[config.mk]
export PLATFORM = sky130hd
export DESIGN_NAME = uart_rx
export DESIGN_NICKNAME = d
export VERILOG_FILES = /design/src/rtl/uart_pkg.sv /design/src/rtl/sync_2ff.sv /design/src/rtl/uart_rx.sv
export SDC_FILE = /design/constraint.sdc
export NUM_CORES = 1
export LEC_CHECK = 0
export CORE_MARGIN = 2
export CORE_UTILIZATION = 57
export CTS_CLUSTER_SIZE = 12
export DETAILED_ROUTE_END_ITERATION = 12
export PLACE_DENSITY_LB_ADDON = 0.12
export SLEW_MARGIN = 10
export SYNTH_ARGS = -nofsm -noshare
export SYNTH_HDL_FRONTEND = slang
export SYNTH_SLANG_ARGS = --single-unit
[constraint.sdc]
create_clock -name i_Clock -period 2.5 [get_ports i_Clock]
set_input_delay 0.5 -clock i_Clock [delete_from_list [all_inputs] [get_ports i_Clock]]
set_output_delay 0.5 -clock i_Clock [all_outputs]
set_load 0.1 [all_outputs]
[src/rtl/uart_pkg.sv]
// Shared UART definitions: default baud divisor, frame geometry and FSM state encoding.
// Used by both the receiver and the transmitter so the pair agrees on framing.
package uart_pkg;

    localparam int DEFAULT_CLKS_PER_BIT = 5208;
    localparam int DATA_BITS            = 8;

    typedef enum logic [2:0] {
        S_IDLE      = 3'd0,
        S_START     = 3'd1,
        S_DATA      = 3'd2,
        S_STOP      = 3'd3,
        S_WAIT_HIGH = 3'd4
    } uart_state_e;

    // Plain-vector aliases so legacy logic can hold state in a logic [2:0] register.
    localparam logic [2:0] ST_IDLE      = S_IDLE;
    localparam logic [2:0] ST_START     = S_START;
    localparam logic [2:0] ST_DATA      = S_DATA;
    localparam logic [2:0] ST_STOP      = S_STOP;
    localparam logic [2:0] ST_WAIT_HIGH = S_WAIT_HIGH;

endpackage

[src/rtl/sync_2ff.sv]
// Two-flop synchronizer for a single asynchronous bit, reset to RST_VAL.
// Latency 2 clocks; no backpressure.
module sync_2ff #(
    parameter logic RST_VAL = 1'b1
) (
    input  logic clk,
    input  logic rst_n,
    input  logic d,
    output logic q
);

    logic meta;

    always_ff @(posedge clk or negedge rst_n) begin
        if (!rst_n) begin
            meta <= RST_VAL;
            q    <= RST_VAL;
        end else begin
            meta <= d;
            q    <= meta;
        end
    end

endmodule

[src/rtl/uart_rx.sv]
// 8N1 UART receiver: mid-bit sampling, glitch-rejecting start check, framing-error strobe.
// Byte strobe one clock after the mid-stop sample; no backpressure (strobes are not held).
module uart_rx
    import uart_pkg::*;
#(
    parameter int CLKS_PER_BIT = DEFAULT_CLKS_PER_BIT
) (
    input  logic       i_Clock,
    input  logic       i_Rst_n,
    input  logic       i_Rx_Serial,
    output logic       o_Rx_DV,
    output logic [7:0] o_Rx_Byte,
    output logic       o_Rx_Busy,
    output logic       o_Rx_Frame_Err
);

    localparam int              CW       = $clog2(CLKS_PER_BIT);
    localparam logic [CW-1:0]   HALF_TC  = CW'(CLKS_PER_BIT / 2 - 1);
    localparam logic [CW-1:0]   BIT_TC   = CW'(CLKS_PER_BIT - 1);
    localparam logic [2:0]      LAST_BIT = 3'(DATA_BITS - 1);

    logic                 rx_s;
    logic [2:0]           state;
    logic [2:0]           state_nxt;
    logic [CW-1:0]        cnt;
    logic [CW-1:0]        cnt_nxt;
    logic [2:0]           bit_idx;
    logic [2:0]           bit_idx_nxt;
    logic [DATA_BITS-1:0] shift;
    logic [DATA_BITS-1:0] shift_nxt;
    logic [7:0]           rx_byte;
    logic [7:0]           rx_byte_nxt;
    logic                 rx_dv_nxt;
    logic                 frame_err_nxt;
    logic                 cnt_tc;

    sync_2ff #(
        .RST_VAL (1'b1)
    ) u_sync (
        .clk   (i_Clock),
        .rst_n (i_Rst_n),
        .d     (i_Rx_Serial),
        .q     (rx_s)
    );

    // Terminal count depends on phase: half a bit to find mid-start, then whole bits.
    always_comb begin
        cnt_tc = 1'b0;
        if (state == ST_START) begin
            cnt_tc = (cnt == HALF_TC);
        end else if (state == ST_DATA || state == ST_STOP) begin
            cnt_tc = (cnt == BIT_TC);
        end
    end

    always_comb begin
        state_nxt     = state;
        cnt_nxt       = cnt;
        bit_idx_nxt   = bit_idx;
        shift_nxt     = shift;
        rx_byte_nxt   = rx_byte;
        rx_dv_nxt     = 1'b0;
        frame_err_nxt = 1'b0;

        case (state)
            ST_IDLE: begin
                cnt_nxt     = '0;
                bit_idx_nxt = '0;
                if (!rx_s) begin
                    state_nxt = ST_START;
                end
            end

            ST_START: begin
                if (cnt_tc) begin
                    cnt_nxt     = '0;
                    bit_idx_nxt = '0;
                    state_nxt   = rx_s ? ST_IDLE : ST_DATA;
                end else begin
                    cnt_nxt = cnt + 1'b1;
                end
            end

            ST_DATA: begin
                if (cnt_tc) begin
                    cnt_nxt            = '0;
                    shift_nxt[bit_idx] = rx_s;
                    if (bit_idx == LAST_BIT) begin
                        state_nxt = ST_STOP;
                    end else begin
                        bit_idx_nxt = bit_idx + 1'b1;
                    end
                end else begin
                    cnt_nxt = cnt + 1'b1;
                end
            end

            ST_STOP: begin
                if (cnt_tc) begin
                    cnt_nxt = '0;
                    // Returning to IDLE at mid-stop lets a back-to-back start edge be seen on time.
                    if (rx_s) begin
                        rx_byte_nxt = shift;
                        rx_dv_nxt   = 1'b1;
                        state_nxt   = ST_IDLE;
                    end else begin
                        frame_err_nxt = 1'b1;
                        state_nxt     = ST_WAIT_HIGH;
                    end
                end else begin
                    cnt_nxt = cnt + 1'b1;
                end
            end

            ST_WAIT_HIGH: begin
                cnt_nxt = '0;
                if (rx_s) begin
                    state_nxt = ST_IDLE;
                end
            end

            default: begin
                state_nxt = ST_IDLE;
                cnt_nxt   = '0;
            end
        endcase
    end

    always_ff @(posedge i_Clock or negedge i_Rst_n) begin
        if (!i_Rst_n) begin
            state          <= ST_IDLE;
            cnt            <= '0;
            bit_idx        <= '0;
            shift          <= '0;
            rx_byte        <= 8'h00;
            o_Rx_DV        <= 1'b0;
            o_Rx_Frame_Err <= 1'b0;
        end else begin
            state          <= state_nxt;
            cnt            <= cnt_nxt;
            bit_idx        <= bit_idx_nxt;
            shift          <= shift_nxt;
            rx_byte        <= rx_byte_nxt;
            o_Rx_DV        <= rx_dv_nxt;
            o_Rx_Frame_Err <= frame_err_nxt;
        end
    end

    assign o_Rx_Byte = rx_byte;
    assign o_Rx_Busy = (state != ST_IDLE);

endmodule
* After elaboration in Yosys (flattened, before gate mapping) *
Cells that the tools add are included.

word-level totals
  output and inout bits = 11
  bits of input ports = 3
  bits in registers = 39
  logic and storage cells = 63

cells by class
  magnitude comparators = 2
  equal/unequal tests = 14
  multiplexer cells = 26
  reductions and logical operators = 10
  $add $sub $neg = 2

operator list
  operator                                                                              number
  3-bit two-way mux                                                                     10
  13-bit two-way mux                                                                    2
  3-bit case mux with 5 select lines                                                    1
  13-bit by 1-bit adder with 13-bit output (second input constant)                      1
  13-bit by 12-bit == test with 1-bit output (second input constant)                    1
  13-bit == test (second input constant)                                                1
  2-bit inequality test (second input constant)                                         5
  1-bit two-way mux                                                                     9
  3-bit case mux with 3 select lines                                                    1
  8-bit bitwise mux                                                                     1
  3-bit by 2-bit == test with 1-bit output (second input constant)                      2
  3-bit == test (second input constant)                                                 2
  6-bit AND reduction                                                                   1
  3-bit nonzero test                                                                    2
  3-bit by 4-bit less-than comparator with 1-bit output (second input constant)         1
  2-bit by 1-bit inequality test with 1-bit output (second input constant)              2
  4-bit AND reduction                                                                   1
  3-bit by 1-bit adder with 3-bit output (second input constant)                        1
  1-bit demux with 3-bit select                                                         1
  3-bit by 1-bit == test with 1-bit output (second input constant)                      1
  3-bit by 1-bit greater-or-equal comparator with 1-bit output (second input constant)  1
  3-bit logical NOT                                                                     1
  3-bit AND reduction                                                                   1
  3-bit OR reduction                                                                    1
  4 further kinds                                                                       4

* Depth between registers and ports, before layout *
Gate-level depths: netlist of the first run.

  word-level depth = 6
  gate-level depth with buffers = 8
  depth with buffers taken out = 7

* By module *
A second synthesis of the first run with hierarchy kept.

second synthesis, totals
  cells, all modules = 167
  area total of the unflattened synthesis = 1888.1 µm²

by module, submodules not included
  module    instances  cells each  area each (µm²)  seq. area each (µm²)
  uart_rx   1          165         1835.5           925.9
  sync_2ff  1          2           52.6             52.6

* Worst setup path after synthesis of the first run *
OpenSTA, ideal clock, no wires.

  path kind = register to register
  start = register cnt[0]
  end = register shift[3]
  arrival = 2.150 ns
  path slack = 0.223 ns
  clock period less this slack = 2.277 ns
  buffers on the path = 0
  stages on the path, launching flop included = 7
  required time = 2.372 ns
  library setup time = 0.128 ns
  cells stage by stage = dfrtp_1 -> ha_1 -> or4bb_1 -> nor4_4 -> nor2_2 -> nor4b_2 -> mux2_1

on the way
  cells in the longest elaborated chain, start to end = 4
  elaborated cells on any way between the ends = 5
  those cells by class = eq/ne (2); mux (2); reduce/logical (1)

ends and longest elaborated chain
  what                             line            source
  from (decl)                      uart_rx.sv:25   logic [CW-1:0] cnt;
  from (signal assigned)           uart_rx.sv:140  cnt <= cnt_nxt;
  13-bit == test                   uart_rx.sv:52   cnt_tc = (cnt == BIT_TC);
  1-bit two-way mux                uart_rx.sv:51   end else if (state == ST_DATA || state == ST_STOP) begin
  1-bit two-way mux *              uart_rx.sv:49   if (state == ST_START) begin
  2-bit AND reduction (no line) *  --
  to (signal assigned)             uart_rx.sv:142  shift <= shift_nxt;
  to (decl)                        uart_rx.sv:29   logic [DATA_BITS-1:0] shift;

Mark *: on every way between the ends. The rest lies on a longest branch, timed or not.
A chain may end at the register's enable or synchronous reset.

* Worst setup path after layout of the first run *
  start = register cnt[0]
  end = register shift[7]

Same word-level chain as after synthesis.

==> impl_metrics.yaml, run 1 <==
critical_path:
  crit_end: "shift[7]"
  start_kind: "flop"
  cpPeakStageDelay_ns: 0.56
  reg2reg_depth: 6
  cp_cell_sequence: "ha_2 -> or4bb_1 -> nor4_4 -> nor2_4 -> nor3b_1 -> mux2_2"
  crit_arrival_ns: 2.58
  cp.depth: 6
  cp.required_ns: 2.74
  crit_fanout: 9
  startpoint: "cnt[0]"
  setup.worst_path.end_class: "flop"
  crit_type: "reg2reg"
  cpMaxStageDelayCell: "or4bb_1"
  r2r_end: "shift[7]"
  cp_top_family: "simple AND/OR/NAND/NOR gates"
  path_buf_inv: 0
  worst-r2r-setup-slack_ns: 0.17
  r2r-start: "cnt[0]"
yosys:
  synthTopCellsByArea: "dfrtp_1, mux2_2, nor2_1"
  ys_types: 39
  synth_xor_area_frac: 0.0514
  synthAdderAreaFrac: 0.0200
  async_flop_share: 1.00
  seq_area_frac_synth: 0.522
  netlist_area_mm2: 0.00187
  synth_top_family_by_area: "simple AND/OR/NAND/NOR gates"
  synth_area_per_cell_um2: 11.2
  ys.flop_type: "dfrtp_1"
  synth_compound_area_frac: 0.0207
  syn_nets: 173
  synth_edf_count: 0
  synth_top_area_cell: "dfrtp_1"
  ys_warn_count: 0
  synth_top_area_frac: 0.494
  synthMuxAreaShare: 0.118
  synth-simple-area-share: 0.243
  synth.most_common_cell: "dfrtp_1"
  synth-seq-cells: 39
  syn-instance-count: 167
  ys_top_cells_by_count: "dfrtp_1, nor2_1, mux2_2"
routing:
  firstDrtPassIters: 4
  initialDrtViolationCount: 70
  via_per_inst: 5.38
  final_antenna_net_count: 0
  wirelength_mm: 3.13
  dr_total_vias: 1227
  wl_per_cell_um: 13.7
  drcViolationCount: 0
timing:
  hold_viol_final: 0
  max_slew.worst_pin.slew_ns: 0.827
  rsz0062_at_grt: "no"
  finalSetupViolations: 0
  timing.final.max_slew_violations: 0
  slew_headroom: 0.449
  fmax_mhz: 428
  fin_crit_ns: 2.33
  finalCritPeriodShare: 0.934
  skew_ns: 0.00988
  fin_setup_tns_ns: 0
grt:
  grt_pass1_wl_mm: 5.44
  antenna_found_initial: 0
  grt_usage: 0.205
  grt_pass1_vias: 1165
  gr-total-overflow: 0
  grt_max_degree: 40
pwr:
  power_density_mw_per_mm2: 460
  leakagePower_uw: 0.000983
  irDropWorstVdd_v: 0.000337
  p_total_uw: 959
die:
  die_x_um: 61.3
  die_y_um: 61.3
  core_area_mm2: 0.00310
  dieArea_mm2: 0.00376
  pin_count: 14
  num_rows: 20
  initial_utilization: 0.604
cts:
  htree_levels: 2
  clk_path_buf_depth: 2
  clk_latency_ns: 0.35
  path_clk_slew_ns: 0.11
  cts_tree: "yes"
  cts_sinks: 39
  cts-root-buf: "clkbuf_4"
  numCtsBuffers: 5
layout:
  antenna_cells: 0
  area_growth_pct: 11.1
  drive_gt1_frac: 0.277
  fillerInstances: 260
  fin_nets: 189
placement:
  place_congestion: 0.829
  place_hpwl_mm: 2.24
  io_buffer_count: 13
hold_path:
  min_path_type: "in2async"
job:
  maxCapViolCount: 0
status:
  outcome: "complete, no violations"
[per-stage QoR]
stage | util | worst slack [ns] | cells | area [um2] | hold slack (ns)
global route | 0.671 | 0.0155 | 228 | 2080 | 0.287
finish | 0.671 | 0.166 | 228 | 2080 | 0.239
detailed placement | 0.652 | 0.0798 | 220 | 2020 | 0.351
floorplan | - | 0.223 | 167 | 1870 | 0.204
global placement | 0.652 | 0.130 | 220 | 2020 | 0.347
CTS | 0.669 | 0.0608 | 228 | 2080 | 0.255
[area by class of cell]
class,instances,area (um2),share of cell area
Sequential cell,39,978,0.470
Clock inverter,2,12.5,0.00601
Multi-Input combinational cell,116,857,0.411
Timing Repair Buffer,16,120,0.0577
Clock buffer,6,41.3,0.0198
Inverter,5,18.8,0.00901
Tap cell,44,55.1,0.0264
[kinds of logic after synthesis]
family,after synthesis
multiplexers,20
AND/OR/NAND/NOR,76
adder cells (fa/ha/maj),3
AO/OA/AOI/OAI,6
XOR/XNOR,11
buffers and inverters,12
flip-flops,39
[placed cells by master, fill, tap and decap left out, drive strengths merged, types with 2 or more instances in the layout]
cell,instances
a21oi,2
and3,2
buf,15
clkbuf,6
dfrtp,37
dfstp,2
ha,3
inv,5
mux2,17
mux2i,3
nand2,12
nand3,6
nand4,3
nor2,28
nor3,6
nor3b,4
nor4,2
nor4b,2
or4bb,2
xnor2,5
xor2,6
[where the power goes]
part,internal [uW],switching [uW],leakage (uW)
Sequential,634,3.07,0.000523
Combinational,2.58,12.1,0.000432
Clock,108,199,0.0000282
Total,745,214,0.000983
[worst reg2reg max path: stages, from the launching register on]
cell and delay [ns]:
dfrtp_1 0.41, ha_2 0.24, or4bb_1 0.56, nor4_4 0.25, nor2_4 0.13, nor3b_1 0.28
mux2_2 0.36
[worst min path at each step]
| stage | endpoint | from | cells after the start | slack (ns) |
|---|---|---|---|---|
| 3_5_place_dp | u_sync.q | u_sync.meta | 0 | 0.35 |
| 2_1_floorplan | bit_idx[0] | i_Rst_n | 0 | 0.20 |
| 4_1_cts | cnt[9] | i_Rst_n | 1 | 0.25 |
| 5_1_grt | cnt[9] | i_Rst_n | 1 | 0.29 |
| 3_3_place_gp | u_sync.q | u_sync.meta | 0 | 0.35 |
| 6_report | cnt[9] | i_Rst_n | 1 | 0.24 |
[what timing repair did]
action	CTS	global route
endpoints found under the setup margin	0	16
hold buffers	0	0
gates resized for setup	0	2
buffers inserted	0	0
[registers in the layout, summed over array words and instances (netlist names)]
signal	cells
u_sync.q	1
cnt	13
u_sync.meta	1
state	3
o_Rx_Byte	8
shift	8
o_Rx_DV	1
o_Rx_Frame_Err	1
bit_idx	3
[per-layer routing]
metal  up-vias  track usage  part of all wire
met1       598        0.280              0.51
li1        607            -                 -
met3         6       0.0630             0.030
met2        16        0.298              0.43
met4         0        0.100             0.023
met5         -            0                 0
Power figures use the tool's default switching activity.
==> inputs of run 2 (changes only) <==
--- a/config.mk
+++ b/config.mk
@@ -8,5 +8,6 @@
 export CORE_MARGIN = 2
-export CORE_UTILIZATION = 57
+export CORE_UTILIZATION = 62
 export CTS_CLUSTER_SIZE = 12
 export DETAILED_ROUTE_END_ITERATION = 12
+export DONT_BUFFER_PORTS = 1
 export PLACE_DENSITY_LB_ADDON = 0.12
--- a/constraint.sdc
+++ b/constraint.sdc
@@ -3,2 +3,2 @@
 set_output_delay 0.5 -clock i_Clock [all_outputs]
-set_load 0.1 [all_outputs]
+set_load 0.01 [all_outputs]
==> run 2 against run 1 <==
Compared with the run above: final cell count down 11%; critical path depth unchanged; die area down 7.6%; largest cell class unchanged; highest routed layer unchanged.
==> impl_metrics.yaml, run 2 (synthesis results as in run 1) <==
status:
  outcome: "complete, no violations"
layout:
  antenna_cells: 0
  largest-register: "cnt"
  final_cell_mix: "dfrtp_1, nor2_1, mux2_2"
  fin_nets: 178
  final_common_cell: "dfrtp_1"
  largest_register_ff_count: 13
  drive_gt1_frac: 0.237
  area_growth_pct: 8.54
  fin_util: 0.725
hold_path:
  min_to: "u_sync.meta"
  hp-start: "i_Rx_Serial"
  holdPathStages: 0
  min_path_type: "in2reg"
timing:
  timing.final.max_slew_violations: 0
  rsz0062_at_grt: "no"
  finalCritPeriodShare: 0.964
  fin_crit_ns: 2.41
  holdWs_ns: 0.148
  fmax_mhz: 415
  finalSetupViolations: 0
  skew_ns: 0.0132
  hold_viol_final: 0
  fin_setup_tns_ns: 0
  slew_headroom: 0.629
  max_slew.worst_pin.slew_ns: 0.550
placement:
  place_congestion: 0.828
  place_hpwl_mm: 2.10
  io_buffer_count: 0
cts:
  path_clk_slew_ns: 0.11
  htree_levels: 2
  cts_sinks: 39
  post_cts_buffers: 0
  cts_tree: "yes"
  clk_path_buf_depth: 2
  clk_latency_ns: 0.35
  cts-root-buf: "clkbuf_4"
  numCtsBuffers: 5
routing:
  firstDrtPassIters: 4
  drcViolationCount: 0
  dr_total_vias: 1164
  via_per_inst: 5.71
  final_antenna_net_count: 0
  wl_per_cell_um: 15.2
  wirelength_mm: 3.11
  initialDrtViolationCount: 41
pwr:
  leakagePower_uw: 0.000953
  power_density_mw_per_mm2: 536
  irDropWorstVdd_v: 0.000375
grt:
  antenna_found_initial: 0
  grt_pass1_vias: 1198
  grt_pass1_wl_mm: 5.36
  grt_usage: 0.212
  gr-total-overflow: 0
  grt_max_degree: 40
critical_path:
  r2r-start: "cnt[0]"
  crit_arrival_ns: 2.64
  worst-r2r-setup-slack_ns: 0.09
  cp.required_ns: 2.73
  r2r_end: "shift[0]"
  crit_fanout: 9
  setup.worst_path.end_class: "flop"
  start_kind: "flop"
  crit_type: "reg2reg"
  reg2reg_depth: 6
  cpPeakStageDelay_ns: 0.57
  cpMaxStageDelayCell: "or4bb_1"
  cp_cell_sequence: "ha_1 -> or4bb_1 -> nor4_4 -> nor2_4 -> nor4b_2 -> mux2_2"
die:
  core_area_mm2: 0.00281
  num_rows: 19
  dieArea_mm2: 0.00348
  die_x_um: 59.0
  initial_utilization: 0.668
  die_y_um: 59.0
  pin_count: 14
job:
  maxCapViolCount: 0
## run 2: how the worst max path moves through the flow
stage | endpoint | startpoint | cells past startpoint | slack, ns
4_1_cts | shift[0] | cnt[0] | 6 | 0.0009
2_1_floorplan | shift[3] | cnt[0] | 6 | 0.22
3_3_place_gp | shift[0] | cnt[0] | 6 | 0.11
6_report | shift[0] | cnt[0] | 6 | 0.09
3_5_place_dp | shift[6] | cnt[0] | 6 | 0.03
5_1_grt | shift[0] | cnt[0] | 6 | 0.01
## run 2: power by group
group,total [uW],switching [uW],internal [uW]
clock,437,201,236
combinational,17.2,12.3,4.94
sequential,637,3.01,634
## run 2: per-layer routing
metal | wire length (um) | part of all wire | vias up | global-route usage
met5 | 0 | 0 | - | 0
met4 | 36 | 0.012 | 0 | 0.107
met3 | 125 | 0.040 | 4 | 0.0590
met2 | 1430 | 0.46 | 19 | 0.302
met1 | 1520 | 0.49 | 560 | 0.300
li1 | - | - | 581 | -
## run 2: what timing repair did
item                                   CTS  global route
resized for setup                        1             1
endpoints found under the hold margin   39             0
setup endpoints to repair                1            13
gates cloned                             0             0
hold buffers                             2             0
pin swaps                                0             1
## run 2: final cells by class
| type | count | area (um2) |
|---|---|---|
| well taps | 31 | 38.8 |
| flip-flops and latches | 39 | 978 |
| multi-input cells | 116 | 860 |
| repair buffers | 5 | 52.6 |
| clock inverters | 2 | 35.0 |
| inverters | 5 | 18.8 |
| clock buffers | 6 | 51.3 |
| fillers | 210 | 771 |
## run 2: through the flow
step	area, um2	setup WS [ns]	instances	total power, uW
floorplan	1870	0.223	167	649
global placement	1910	0.110	194	650
detailed placement	1910	0.0264	194	650
CTS	2030	0.000856	204	1100
global route	2030	0.0117	204	1130
finish	2030	0.0909	204	1090
## run 2: critical path: cells and delay by family, from the launching register on
family | cells | cell delay, ns
adder cells (fa/ha/maj) | 1 | 0.26
AND/OR/NAND/NOR | 4 | 1.25
flip-flops | 1 | 0.41
multiplexers | 1 | 0.37
==> inputs of run 3 (changes only) <==
- GPL_TIMING_DRIVEN: not set -> 0
- RECOVER_POWER: not set -> 25
==> run 3 against run 2 <==
Compared with the run above: the run now ends with capacitance limit, slew limit left; non-clock buffer count grew 3; clock skew is essentially flat; final cell count grew 1.5%; routed wire length grew 0.74%; clock power shrank 30%; first-iteration DRC count grew 76%; design area shrank 2.0%; combinational power is essentially flat; global-route usage grew 1.1 points; flip-flop and latch count is the same; critical path depth is the same; power shrank 12%; critical path type unchanged; critical endpoint is now shift[3]; largest cell class unchanged; largest power group unchanged; highest routed layer unchanged.
==> impl_metrics.yaml, run 3 (synthesis results as in run 1) <==
status:
  outcome: "finished with violations"
  violations: "capacitance limit, slew limit"
pwr:
  power_density_mw_per_mm2: 480
  power_frac_clock: 0.318
  switching_share: 0.220
  seqPwrFrac: 0.664
  p_total_uw: 957
  leakagePower_uw: 0.000929
  irDropWorstVdd_v: 0.000441
  power.internal_uw: 747
  switchingPower_uw: 210
  pwr-share-comb: 0.018
timing:
  fmax_mhz: 427
  finalSetupViolations: 0
  hold_viol_final: 0
  rsz0062_at_grt: "no"
  fin_setup_tns_ns: 0
  finalCritPeriodShare: 0.936
  timing.final.max_slew_violations: 40
  fin_crit_ns: 2.34
  slew_headroom: -0.0631
  skew_ns: 0.0136
  holdWs_ns: 0.153
  max_slew.worst_pin.slew_ns: 1.59
critical_path:
  start_kind: "flop"
  cpPeakStageDelay_ns: 0.57
  crit_arrival_ns: 2.58
  cp.required_ns: 2.74
  setup.worst_path.end_class: "flop"
  crit_type: "reg2reg"
  cp_cell_sequence: "ha_2 -> or4bb_1 -> nor4_4 -> nor2_4 -> nor4b_2 -> mux2_1"
  cpMaxStageDelayCell: "or4bb_1"
  crit_fanout: 9
cts:
  cts-root-buf: "clkbuf_4"
  path_clk_slew_ns: 0.12
  htree_levels: 2
  cts_tree: "yes"
  clk_path_buf_depth: 2
  numCtsBuffers: 5
  clk_latency_ns: 0.34
  cts_sinks: 39
die:
  dieArea_mm2: 0.00348
  pin_count: 14
  initial_utilization: 0.668
  core_area_mm2: 0.00281
  die_y_um: 59.0
  die_x_um: 59.0
  num_rows: 19
grt:
  grt_max_degree: 40
  gr-total-overflow: 0
  antenna_found_initial: 0
  grt_usage: 0.223
  grt_pass1_vias: 1266
  grt_pass1_wl_mm: 5.66
routing:
  wirelength_mm: 3.13
  wl_met1_mm: 1.52
  firstDrtPassIters: 4
  initialDrtViolationCount: 72
  route.met2.wl_mm: 1.41
  wl_met3_um: 150
  via_per_inst: 5.89
  dr_total_vias: 1219
  drcViolationCount: 0
  highest_layer: "met4"
  wl_per_cell_um: 15.1
  final_antenna_net_count: 0
placement:
  place_congestion: 0.885
  place_hpwl_mm: 2.21
  io_buffer_count: 0
layout:
  largest_register_ff_count: 13
  area_growth_pct: 6.41
  largest-register: "cnt"
  final_common_cell: "dfrtp_1"
  antenna_cells: 0
  fin_nets: 181
  final_cell_mix: "dfrtp_1, nor2_1, mux2_2"
  drive_gt1_frac: 0.210
hold_path:
  min_path_type: "in2reg"
job:
  maxCapViolCount: 1
==> run 3: changes by cell type in the layout (fill, tap and decap cells not counted), sizes merged <==
cell,previous run,this run
buf,4,2
bufinv,1,0
clkbuf,6,11
dlymetal6s4s,0,1
==> run 3: final timing paths <==
check,startpoint,endpoint,slack [ns],cells past startpoint
min in group asynchronous,i_Rst_n,state[2],1.19,2
setup / recovery,cnt[0],shift[3],0.16,6
setup reg to reg,cnt[0],shift[3],0.16,6
max in group asynchronous,i_Rst_n,shift[4],0.37,2
hold / removal,i_Rx_Serial,u_sync.meta,0.15,0
hold reg to reg,u_sync.meta,u_sync.q,0.35,0
==> run 3: repair_timing <==
item,4_1_cts,5_1_grt
endpoints found under the setup margin,1,20
buffers inserted,0,0
hold buffers,2,0
endpoints found under the hold margin,39,0
pin swaps,0,1
resized for setup,1,2
==> run 3: power groups by stage <==
stage	logic [uW]	clock network [uW]	registers [uW]
2_1_floorplan	2.75	0	647
3_3_place_gp	3.84	0	647
3_5_place_dp	3.96	0	647
4_1_cts	20.9	317	635
5_1_grt	20.4	344	635
6_report	17.3	305	635
==> run 3: layer usage <==
metal  vias to the layer above  global-route usage
li1                        592                   -
met1                       597               0.307
met2                        24               0.337
met3                         6              0.0699
met4                         0              0.0812
met5                         -                   0
==> run 3: area by class of cell <==
class                           count  area [um2]
Tap cell                           31        38.8
Inverter                            5        18.8
Clock inverter                      1        5.00
Clock buffer                        7        45.0
Fill cell                         215         811
Multi-Input combinational cell    116         862
Buffer                              6        23.8
Timing Repair Buffer                2        22.5
Sequential cell                    39         978
==> run 3: worst max-delay path, delay by kind of cell, from the launching register on <==
kind          cells  cell delay (ns)
simple gates      4             1.27
flops             1             0.41
mux               1             0.34
fa+ha+maj         1             0.24
==> run 3: stage by stage <==
step	setup slack, ns	std cells	area (um2)	utilization
after floorplan	0.223	167	1870	-
after global placement	0.0720	198	1910	0.682
after detailed placement	-0.0241	198	1910	0.682
after CTS	0.0329	208	2000	0.712
after global routing	0.0281	207	1990	0.711
final	0.159	207	1990	0.711
